<file path="src/rtl/uart_rx_ctrl.sv">
// UART receive controller: sequences the bit-level receiver through arm/wait/capture/recover
// and buffers received bytes in a first-word-fall-through FIFO with overrun and interrupt status.
module uart_rx_ctrl #(
  parameter int WIDTH = 8,
  parameter int DEPTH = 4,
  parameter int CW    = 3
) (
  input  logic             clk,
  input  logic             arst_n,
  input  logic             clear,
  input  logic             enable,
  input  logic             rx_done,
  input  logic             rx_busy,
  input  logic [WIDTH-1:0] rx_byte,
  output logic             rx_en,
  output logic             rx_rst,
  input  logic             rd_req,
  input  logic             ovr_clr,
  input  logic [CW-1:0]    irq_level,
  output logic [WIDTH-1:0] rd_data,
  output logic [CW-1:0]    count,
  output logic             empty,
  output logic             full,
  output logic             overrun,
  output logic             irq
);

  localparam int            PW      = (DEPTH > 1) ? $clog2(DEPTH) : 1;
  localparam logic [CW-1:0] DEPTH_C = CW'(DEPTH);
  localparam logic [PW-1:0] PTR_MAX = PW'(DEPTH - 1);

  typedef enum logic [2:0] {
    ST_IDLE,
    ST_ARM,
    ST_WAIT,
    ST_CAPTURE,
    ST_RECOVER
  } state_e;

  state_e           state_q, state_d;
  logic [PW-1:0]    wr_ptr_q, wr_ptr_d;
  logic [PW-1:0]    rd_ptr_q, rd_ptr_d;
  logic [CW-1:0]    count_q, count_d;
  logic             ovr_q, ovr_d;
  logic [WIDTH-1:0] last_q, last_d;
  logic [WIDTH-1:0] mem [DEPTH];

  logic             capture;
  logic             push;
  logic             pop;
  logic             ovr_set;
  logic [CW-1:0]    irq_thr;

  // NOTE: every signal written here gets a default first, so no path leaves it unassigned (no latch).
  always_comb begin
    state_d = state_q;
    case (state_q)
      ST_IDLE:    if (enable) state_d = ST_ARM;
      ST_ARM:     state_d = ST_WAIT;
      ST_WAIT: begin
        if (rx_done)                  state_d = ST_CAPTURE;
        else if (!enable && !rx_busy) state_d = ST_IDLE;
      end
      ST_CAPTURE: state_d = ST_RECOVER;
      ST_RECOVER: state_d = enable ? ST_WAIT : ST_IDLE;
      default:    state_d = ST_IDLE;
    endcase
    if (clear) state_d = ST_IDLE;
  end

  assign rx_en = (state_q == ST_WAIT) || (state_q == ST_CAPTURE);
  // Gated by arst_n so a clear held during reset cannot leak a receiver reset pulse.
  assign rx_rst = arst_n & ((state_q == ST_ARM) || (state_q == ST_RECOVER) || clear);

  assign empty   = (count_q == '0);
  assign full    = (count_q == DEPTH_C);
  assign count   = count_q;
  assign overrun = ovr_q;

  // A full FIFO still accepts the captured byte when a pop frees the head slot in the same cycle.
  assign capture = (state_q == ST_CAPTURE);
  assign pop     = rd_req && !empty;
  assign push    = capture && (!full || pop);
  assign ovr_set = capture && full && !pop;

  always_comb begin
    wr_ptr_d = wr_ptr_q;
    rd_ptr_d = rd_ptr_q;
    count_d  = count_q;
    ovr_d    = ovr_q;
    last_d   = empty ? last_q : mem[rd_ptr_q];
    if (clear) begin
      wr_ptr_d = '0;
      rd_ptr_d = '0;
      count_d  = '0;
      ovr_d    = 1'b0;
    end else begin
      if (push) wr_ptr_d = (wr_ptr_q == PTR_MAX) ? '0 : wr_ptr_q + PW'(1);
      if (pop)  rd_ptr_d = (rd_ptr_q == PTR_MAX) ? '0 : rd_ptr_q + PW'(1);
      count_d = count_q + CW'(push) - CW'(pop);
      if (ovr_set)      ovr_d = 1'b1;
      else if (ovr_clr) ovr_d = 1'b0;
    end
  end

  // NOTE: sequential state uses non-blocking assignments so all registers update from pre-edge values.
  always_ff @(posedge clk or negedge arst_n) begin
    if (!arst_n) begin
      state_q  <= ST_IDLE;
      wr_ptr_q <= '0;
      rd_ptr_q <= '0;
      count_q  <= '0;
      ovr_q    <= 1'b0;
      last_q   <= '0;
    end else begin
      state_q  <= state_d;
      wr_ptr_q <= wr_ptr_d;
      rd_ptr_q <= rd_ptr_d;
      count_q  <= count_d;
      ovr_q    <= ovr_d;
      last_q   <= last_d;
    end
  end

  // NOTE: storage has no reset; it is only visible through rd_data once count says the slot is valid.
  always_ff @(posedge clk) begin
    if (push && !clear) mem[wr_ptr_q] <= rx_byte;
  end

  // While empty, rd_data holds the last head presented (zero straight after reset).
  assign rd_data = empty ? last_q : mem[rd_ptr_q];

  assign irq_thr = (irq_level == '0) ? CW'(1) : irq_level;
  assign irq     = ovr_q || (count_q >= irq_thr) || ((irq_level > DEPTH_C) && full);

endmodule

</file>
<file path="config.mk">
export PLATFORM = sky130hd
export DESIGN_NAME = uart_rx_ctrl
export DESIGN_NICKNAME = d
export VERILOG_FILES = /design/src/rtl/uart_rx_ctrl.sv
export SDC_FILE = /design/constraint.sdc
export NUM_CORES = 1
export LEC_CHECK = 0
export ABC_AREA = 0
export CAP_MARGIN = 20
export CELL_PAD_IN_SITES_DETAIL_PLACEMENT = 1
export CELL_PAD_IN_SITES_GLOBAL_PLACEMENT = 1
export CORE_UTILIZATION = 25
export CTS_CLUSTER_SIZE = 12
export DETAILED_ROUTE_END_ITERATION = 8
export DONT_BUFFER_PORTS = 1
export GPL_TIMING_DRIVEN = 0
export PLACE_DENSITY_LB_ADDON = 0.2
export SETUP_SLACK_MARGIN = 0.2
export SYNTH_ARGS = -nofsm -noshare
export SYNTH_HDL_FRONTEND = slang
export SYNTH_SLANG_ARGS = --single-unit
export TNS_END_PERCENT = 50
</file>
<file path="constraint.sdc">
create_clock -name clk -period 2.15 [get_ports clk]
set_input_delay 0.43 -clock clk [delete_from_list [all_inputs] [get_ports clk]]
set_output_delay 0.43 -clock clk [all_outputs]
set_load 0.02 [all_outputs]
</file>
==> results of run 1 <==
per-layer routing:
metal	up-vias	GRT usage	wire (um)
li1	547	-	-
met1	630	0.127	1910
met2	17	0.191	2530
met3	6	0.0332	212
met4	0	0.0344	61
met5	-	0	0
through the flow:
| stage | hold WS [ns] | setup WS, ns | total power, mW |
|---|---|---|---|
| after detailed placement | 0.135 | -0.113 | 2.32 |
| after global routing | 0.184 | -0.286 | 3.28 |
| after global placement | 0.135 | -0.0966 | 2.30 |
| after floorplan | 0.134 | 0.191 | 2.13 |
| final | 0.202 | -0.209 | 3.09 |
| after CTS | 0.192 | -0.264 | 3.04 |
cell type report:
type,instances,area (sq um),share of cell area
Sequential cell,51,1450,0.548
Multi-Input combinational cell,78,827,0.314
Tap cell,108,135,0.0513
Timing Repair Buffer,7,76.3,0.0290
Clock buffer,5,68.8,0.0261
Buffer,4,33.8,0.0128
Inverter,7,26.3,0.00997
Clock inverter,3,22.5,0.00855
placed cells by master (no fill, tap or decap), drive strengths merged, types with 2 or more instances in the layout:
cell and n:
nor3b 2, edfxtp 32, and2 4, clkbuf 9, nor2b 3, xnor2 2, buf 6, nor3 3
dfrtp 19, mux2i 2, nand2b 3, mux2 9, nor2 13, xor2 3, clkinv 2, o311ai 2
inv 8, mux4 8, a21oi 3, o21a 2, ha 8
sequential cells by signal, summed over array words and instances, names as in the netlist:
name and count:
rd_ptr_q 2, state_q 3, count 3, wr_ptr_q 2, last_q 8, overrun 1
mem 32
worst reg2reg max path, stage by stage, from the launching register on:
cell,delay [ns]
dfrtp_4,0.59
buf_6,0.16
o31ai_4,0.26
nor2_2,0.08
a21o_1,0.16
ha_2,0.16
inv_2,0.05
fa_2,0.41
nor2_1,0.09
cell families after synthesis:
kind of cell,count (synthesis)
AO/OA/AOI/OAI,12
adder cells (fa/ha/maj),9
AND/OR/NAND/NOR,32
buffers and inverters,11
multiplexers,19
XOR/XNOR,5
flip-flops,51
worst max-delay path by stage:
stage,startpoint,endpoint,cells past startpoint
detailed placement,count[1],rd_data[3],2
floorplan,count[1],count[1],7
CTS,count[1],rd_data[3],2
global route,count[0],rd_data[0],2
finish,count[0],rd_data[3],2
global placement,count[1],rd_data[3],2
cells in the mapped netlist, types with 2 or more instances:
master / instances
dfrtp_1: 19
mux2i_1: 2
xnor2_1: 2
ha_1: 8
mux2_2: 9
clkbuf_1: 2
xor2_1: 3
nor3b_1: 2
inv_1: 7
and2_1: 4
o311ai_0: 2
nor2_1: 12
nor2b_1: 3
a21oi_1: 3
nand2b_1: 3
mux4_2: 8
edfxtp_1: 32
o21a_1: 2
power groups by stage:
| stage | logic [mW] | clock network, mW | registers, mW |
|---|---|---|---|
| global placement | 0.964 | 0 | 1.33 |
| finish | 1.18 | 0.573 | 1.34 |
| floorplan | 0.824 | 0 | 1.31 |
| global route | 1.30 | 0.628 | 1.36 |
| detailed placement | 0.977 | 0 | 1.34 |
| CTS | 1.10 | 0.596 | 1.34 |
what timing repair did:
action,CTS,global route
setup endpoints to repair,52,24
resized for setup,15,14
hold buffers,1,0
pin swaps,1,6
buffers inserted,1,4
cloned,1,0
hold endpoints to repair,19,0
==> results.toml, run 1 <==
[grt]
wire_length_of_the_first_global_routing_pass_mm = 7.66
maximum_number_of_pins_on_one_net_before_global_route_repair = 20
initial_antenna_violation_count = 0
number_of_global_route_vias_before_repair = 1347
track_usage = 0.109
grt_overflow_total = 0

[timing]
final.setup.tns_ns = -1.07
timing_hold_violations_final = 0
worst_clock_skew_ns = 0.0147
final-max-slew-violation-count = 0
minimum_period_implied_by_the_final_worst_setup_slack_ns = 2.36
final-setup-viol-count = 6
slew-limit-headroom = 0.532
max_slew.worst_pin.slew_ns = 0.700
grt_setup_unrepaired = "yes"
setup_slack_ns = -0.209
finalCritPeriodShare = 1.10
clock.fmax_mhz = 424

[clock_tree]
path_clk_slew_ns = 0.11
clock_sink_count = 51
numCtsBuffers = 5
clock_insertion_delay_worst_skew_ns = 0.31
htree_num_levels = 2
cts_tree = "yes"
clk_root_buffer_cell = "clkbuf_8"
clockBufferDepth = 2

[finish]
final_util = 0.304
final_layout_size_suffix_gt1_frac = 0.342
fin_area_sq_um = 2640
layoutNonFillerInstCount = 263
flow.area_growth_from_synthesis_pct = 17.6
fillCellCount = 919
number_of_diodes_added_for_antenna_fixing = 0
count_of_nets_after_finishing = 182

[yosys]
ys_types = 34
syn-mean-instance-area_sq_um = 16.1
synth_compound_area_frac = 0.0369
yosys.area.top_type = "edfxtp_1"
async_reset_ff_frac = 0.373
synth-edff-count = 32
yosys_warnings = 0
main_combinational_cell_family_by_area_after_synthesis = "multiplexers"
synth.yosys.seq_area_share = 0.641
post_synth_mux_area_share = 0.135
synthXorXnorAreaFrac = 0.0195
ys_top_cells_by_area = "edfxtp_1 (43%), dfrtp_1 (21%), mux4_2 (8.0%)"
synth.net_count = 167
yosys.area.top_type_share = 0.429
synthesized_area_fraction_occupied_by_adder_cells = 0.0536
most_instantiated_flip_flop_cell_in_the_synthesis_netlist = "edfxtp_1"
synthesis.area_sq_um = 2240
synthesis.instances = 139
area_fraction_in_and_or_nand_and_nor_cells_after_synthesis = 0.0921
postSynthRegisterBits = 51

[drt]
drt-pass1-iter-count = 4
route.detailed.vias_per_inst = 4.56
drt.antenna.violating_nets = 0
routed_wl_mm = 4.72
avgRoutedWirePerCell_um = 17.9
routed-via-count = 1200
drc_violation_total_after_the_first_tritonroute_iteration = 28
drc = 0

[worst_setup_path]
critical-path-slowest-cell = "nor3_4"
worst_r2r_startpoint = "count[1]"
crit_path_max_incr_delay_ns = 0.63
timing.critical_path.to_type = "output pin"
reg2regPathDepth = 8
cp_cell_sequence = "nor3_4, mux2_4"
worst_path_dominant_cell_family = "simple AND/OR/NAND/NOR gates"
crit_fanout = 7
crit_path_buf_inv_count = 0
critical_path_arrival_ns = 1.93
critical_path_launch_point_type = "flop"
worst_reg2reg_endpoint = "count[1]"
cp_data_required_time_ns = 1.72
critical_path_start_end_classification = "flop to output pin"
r2r_setup_slack_ns = 0.12

[floorplan]
rows = 34
die_height_um = 96.7
floorplan.core_area_sq_um = 8680
die_width_um = 96.7
pin_count = 36
start_util = 0.258
dieArea_sq_um = 9350

[worst_hold_path]
worstHoldStart = "rx_byte[2]"
whs_path_depth = 0
worstHoldPathType = "input port to flop"
hold_path_end = "mem[0][2]"

[power]
p_comb_frac = 0.382
switching_power_mw = 1.13
leakagePower_nw = 0.966
ir_worst_vdd_v = 0.000314
pwr_density_cell_nw_per_um2 = 1170
share_seq_of_total_power = 0.432
intPower_mw = 1.96
swShare = 0.366
power.clock.fraction = 0.185

[placement]
place_area_sq_um = 2390
place.gp.congestion = 0.680
detailedPlacementHpwl_mm = 2.98
placed_cells_incl_taps = 247
port-buffer-count = 0

[run_status]
violations = "setup timing"
run_status = "finished, violations left"

[job]
drv.max_cap_violation_count = 0
(Power assumes the default switching activity.)
==> run 2, diff against run 1 <==
--- a/config.mk
+++ b/config.mk
@@ -5,7 +5,7 @@
 export SDC_FILE = /design/constraint.sdc
 export NUM_CORES = 1
 export LEC_CHECK = 0
-export ABC_AREA = 0
+export ABC_AREA = 1
 export CAP_MARGIN = 20
 export CELL_PAD_IN_SITES_DETAIL_PLACEMENT = 1
 export CELL_PAD_IN_SITES_GLOBAL_PLACEMENT = 1
==> run 2 against run 1 <==
Against the previous run: the flow now finishes without violations; clock skew down 0.0084 ns; critical path depth is 4 higher; clock power rose by 0.9%; combinational power is 59% higher; largest power group is now combinational logic.
==> results.toml, run 2 <==
[finish]
final_layout_size_suffix_gt1_frac = 0.305
biggest_register = "mem"
count_of_nets_after_finishing = 299
largest_reg_flops = 32
flow.area_growth_from_synthesis_pct = 21.6
top_regs = "mem x32, last_q x8"
fin_area_sq_um = 3040
fillCellCount = 1110
layoutNonFillerInstCount = 405
number_of_diodes_added_for_antenna_fixing = 0
final_util = 0.312
most_common_library_cell_in_the_layout_ignoring_fill_and_taps = "nand2_1"
layout_common_cells = "nand2_1 (82), edfxtp_1 (32), inv_1 (18), nand2_2 (18), dfrtp_1 (16)"

[yosys]
synthesis.area_sq_um = 2500
yosys.area.top_type = "edfxtp_1"
synth_most_common_cell = "nand2_1"
ys_types = 29
ys_top_cells_by_area = "edfxtp_1 (38%), dfrtp_1 (19%), nand2_1 (15%)"
synth.net_count = 285
syn-mean-instance-area_sq_um = 9.72
synthTopCellsByCount = "nand2_1 (101), edfxtp_1 (32), inv_1 (21)"
async_reset_ff_frac = 0.373
yosys_warnings = 0
synth.yosys.seq_area_share = 0.575
most_instantiated_flip_flop_cell_in_the_synthesis_netlist = "edfxtp_1"
synth-edff-count = 32
postSynthRegisterBits = 51
synthesis.instances = 257
yosys.area.top_type_share = 0.385

[floorplan]
rows = 36
pin_count = 36
start_util = 0.257
floorplan.core_area_sq_um = 9730
dieArea_sq_um = 10400
die_width_um = 102
die_height_um = 102

[clock_tree]
htree_num_levels = 2
clk_root_buffer_cell = "clkbuf_8"
clockBufferDepth = 2
path_clk_slew_ns = 0.10
numCtsBuffers = 5
clock_sink_count = 51
cts_tree = "yes"
clock_insertion_delay_worst_skew_ns = 0.31

[grt]
maximum_number_of_pins_on_one_net_before_global_route_repair = 20
grt_overflow_total = 0
wire_length_of_the_first_global_routing_pass_mm = 9.04
initial_antenna_violation_count = 0
number_of_global_route_vias_before_repair = 1735
track_usage = 0.117

[worst_setup_path]
cp_data_required_time_ns = 1.72
critical_path_launch_point_type = "flop"
timing.critical_path.to_type = "output pin"
crit_fanout = 7
critical_path_arrival_ns = 1.59
critical_path_start_end_classification = "flop to output pin"

[power]
leakagePower_nw = 1.31
power.total_mw = 3.79
pwr_density_cell_nw_per_um2 = 1250
ir_worst_vdd_v = 0.000377

[drt]
route.detailed.vias_per_inst = 4.20
drc = 0
drc_violation_total_after_the_first_tritonroute_iteration = 32
routed_wl_mm = 5.77
routed-via-count = 1701
drt-pass1-iter-count = 4
avgRoutedWirePerCell_um = 14.3
drt.antenna.violating_nets = 0

[worst_hold_path]
worstHoldPathType = "input port to flop"

[placement]
placed_cells_incl_taps = 390
detailedPlacementHpwl_mm = 3.90
place.gp.congestion = 0.693
place_area_sq_um = 2670
port-buffer-count = 0

[timing]
timing_hold_violations_final = 0
minimum_period_implied_by_the_final_worst_setup_slack_ns = 2.02
finalCritPeriodShare = 0.938
clock.fmax_mhz = 496
slew-limit-headroom = 0.355
final-max-slew-violation-count = 0
max_slew.worst_pin.slew_ns = 0.964
fin_worst_hold_slack_ns = 0.169
final-setup-viol-count = 0
worst_clock_skew_ns = 0.00631
grt_setup_unrepaired = "yes"

[job]
drv.max_cap_violation_count = 0

[run_status]
run_status = "finished clean"
run 2: worst paths after layout:
check	startpoint	to	slack (ns)	depth (start not counted)
min reg2reg	last_q[1]	last_q[1]	0.54	2
max in group asynchronous	arst_n	count[1]	0.74	1
max reg2reg	count[1]	count[2]	0.14	10
min in group asynchronous	arst_n	state_q[0]	0.72	1
max	count[1]	rd_data[6]	0.13	6
min	clear	count[1]	0.17	1
run 2: routing by layer:
layer	vias to the layer above	global-route usage	routed length, um
met3	7	0.0212	204
met1	822	0.157	2700
met5	-	0	0
met4	0	0.0330	85
met2	23	0.194	2790
li1	849	-	-
run 2: cell type report:
type	count	area (sq um)	share of cell area
clock inverter	3	23.8	0.00782
multi-input combinational	174	1070	0.353
timing repair inverter	1	6.26	0.00206
tap	133	166	0.0548
inverter	27	124	0.0408
timing repair buffer	6	71.3	0.0235
sequential	51	1440	0.475
clock buffer	5	68.8	0.0226
buffer	5	62.6	0.0206
run 2: power by group:
| part | total (mW) | switching (mW) | leakage [nW] | internal [mW] |
|---|---|---|---|---|
| Combinational | 1.88 | 1.22 | 0.731 | 0.663 |
| Sequential | 1.33 | 0.150 | 0.530 | 1.18 |
| Clock | 0.578 | 0.343 | 0.0461 | 0.236 |
| Total | 3.79 | 1.71 | 1.31 | 2.08 |
run 2: cell families after synthesis:
| logic type | after synthesis | share of synthesized area |
|---|---|---|
| and+or+nand+nor | 154 | 0.282 |
| DFF | 51 | 0.575 |
| buffers and inverters | 32 | 0.0691 |
| AOI/OAI and AO/OA | 9 | 0.0190 |
| adders and majority gates | 9 | 0.0481 |
| xor gates and xnor gates | 2 | 0.00701 |
run 2: repair_timing:
action | CTS | global route
endpoints found under the hold margin | 19 | 0
pin swaps | 13 | 14
buffers inserted | 1 | 3
hold buffers | 1 | 0
gates resized for setup | 45 | 14
gates cloned | 2 | 0
endpoints found under the setup margin | 11 | 11
run 2: per-stage QoR:
step           setup slack (ns)    TNS [ns]
2_1_floorplan             0.242           0
3_3_place_gp             0.0460           0
3_5_place_dp         -0.0000144  -0.0000144
4_1_cts                   0.120           0
5_1_grt                0.000198           0
6_report                  0.133           0
run 2: critical path: stages, from the launching register on:
cell and delay (ns):
dfrtp_4 0.59, nor2_4 0.17, nand2_4 0.09, buf_6 0.14, buf_16 0.13, nand2_2 0.08
nand2_4 0.08
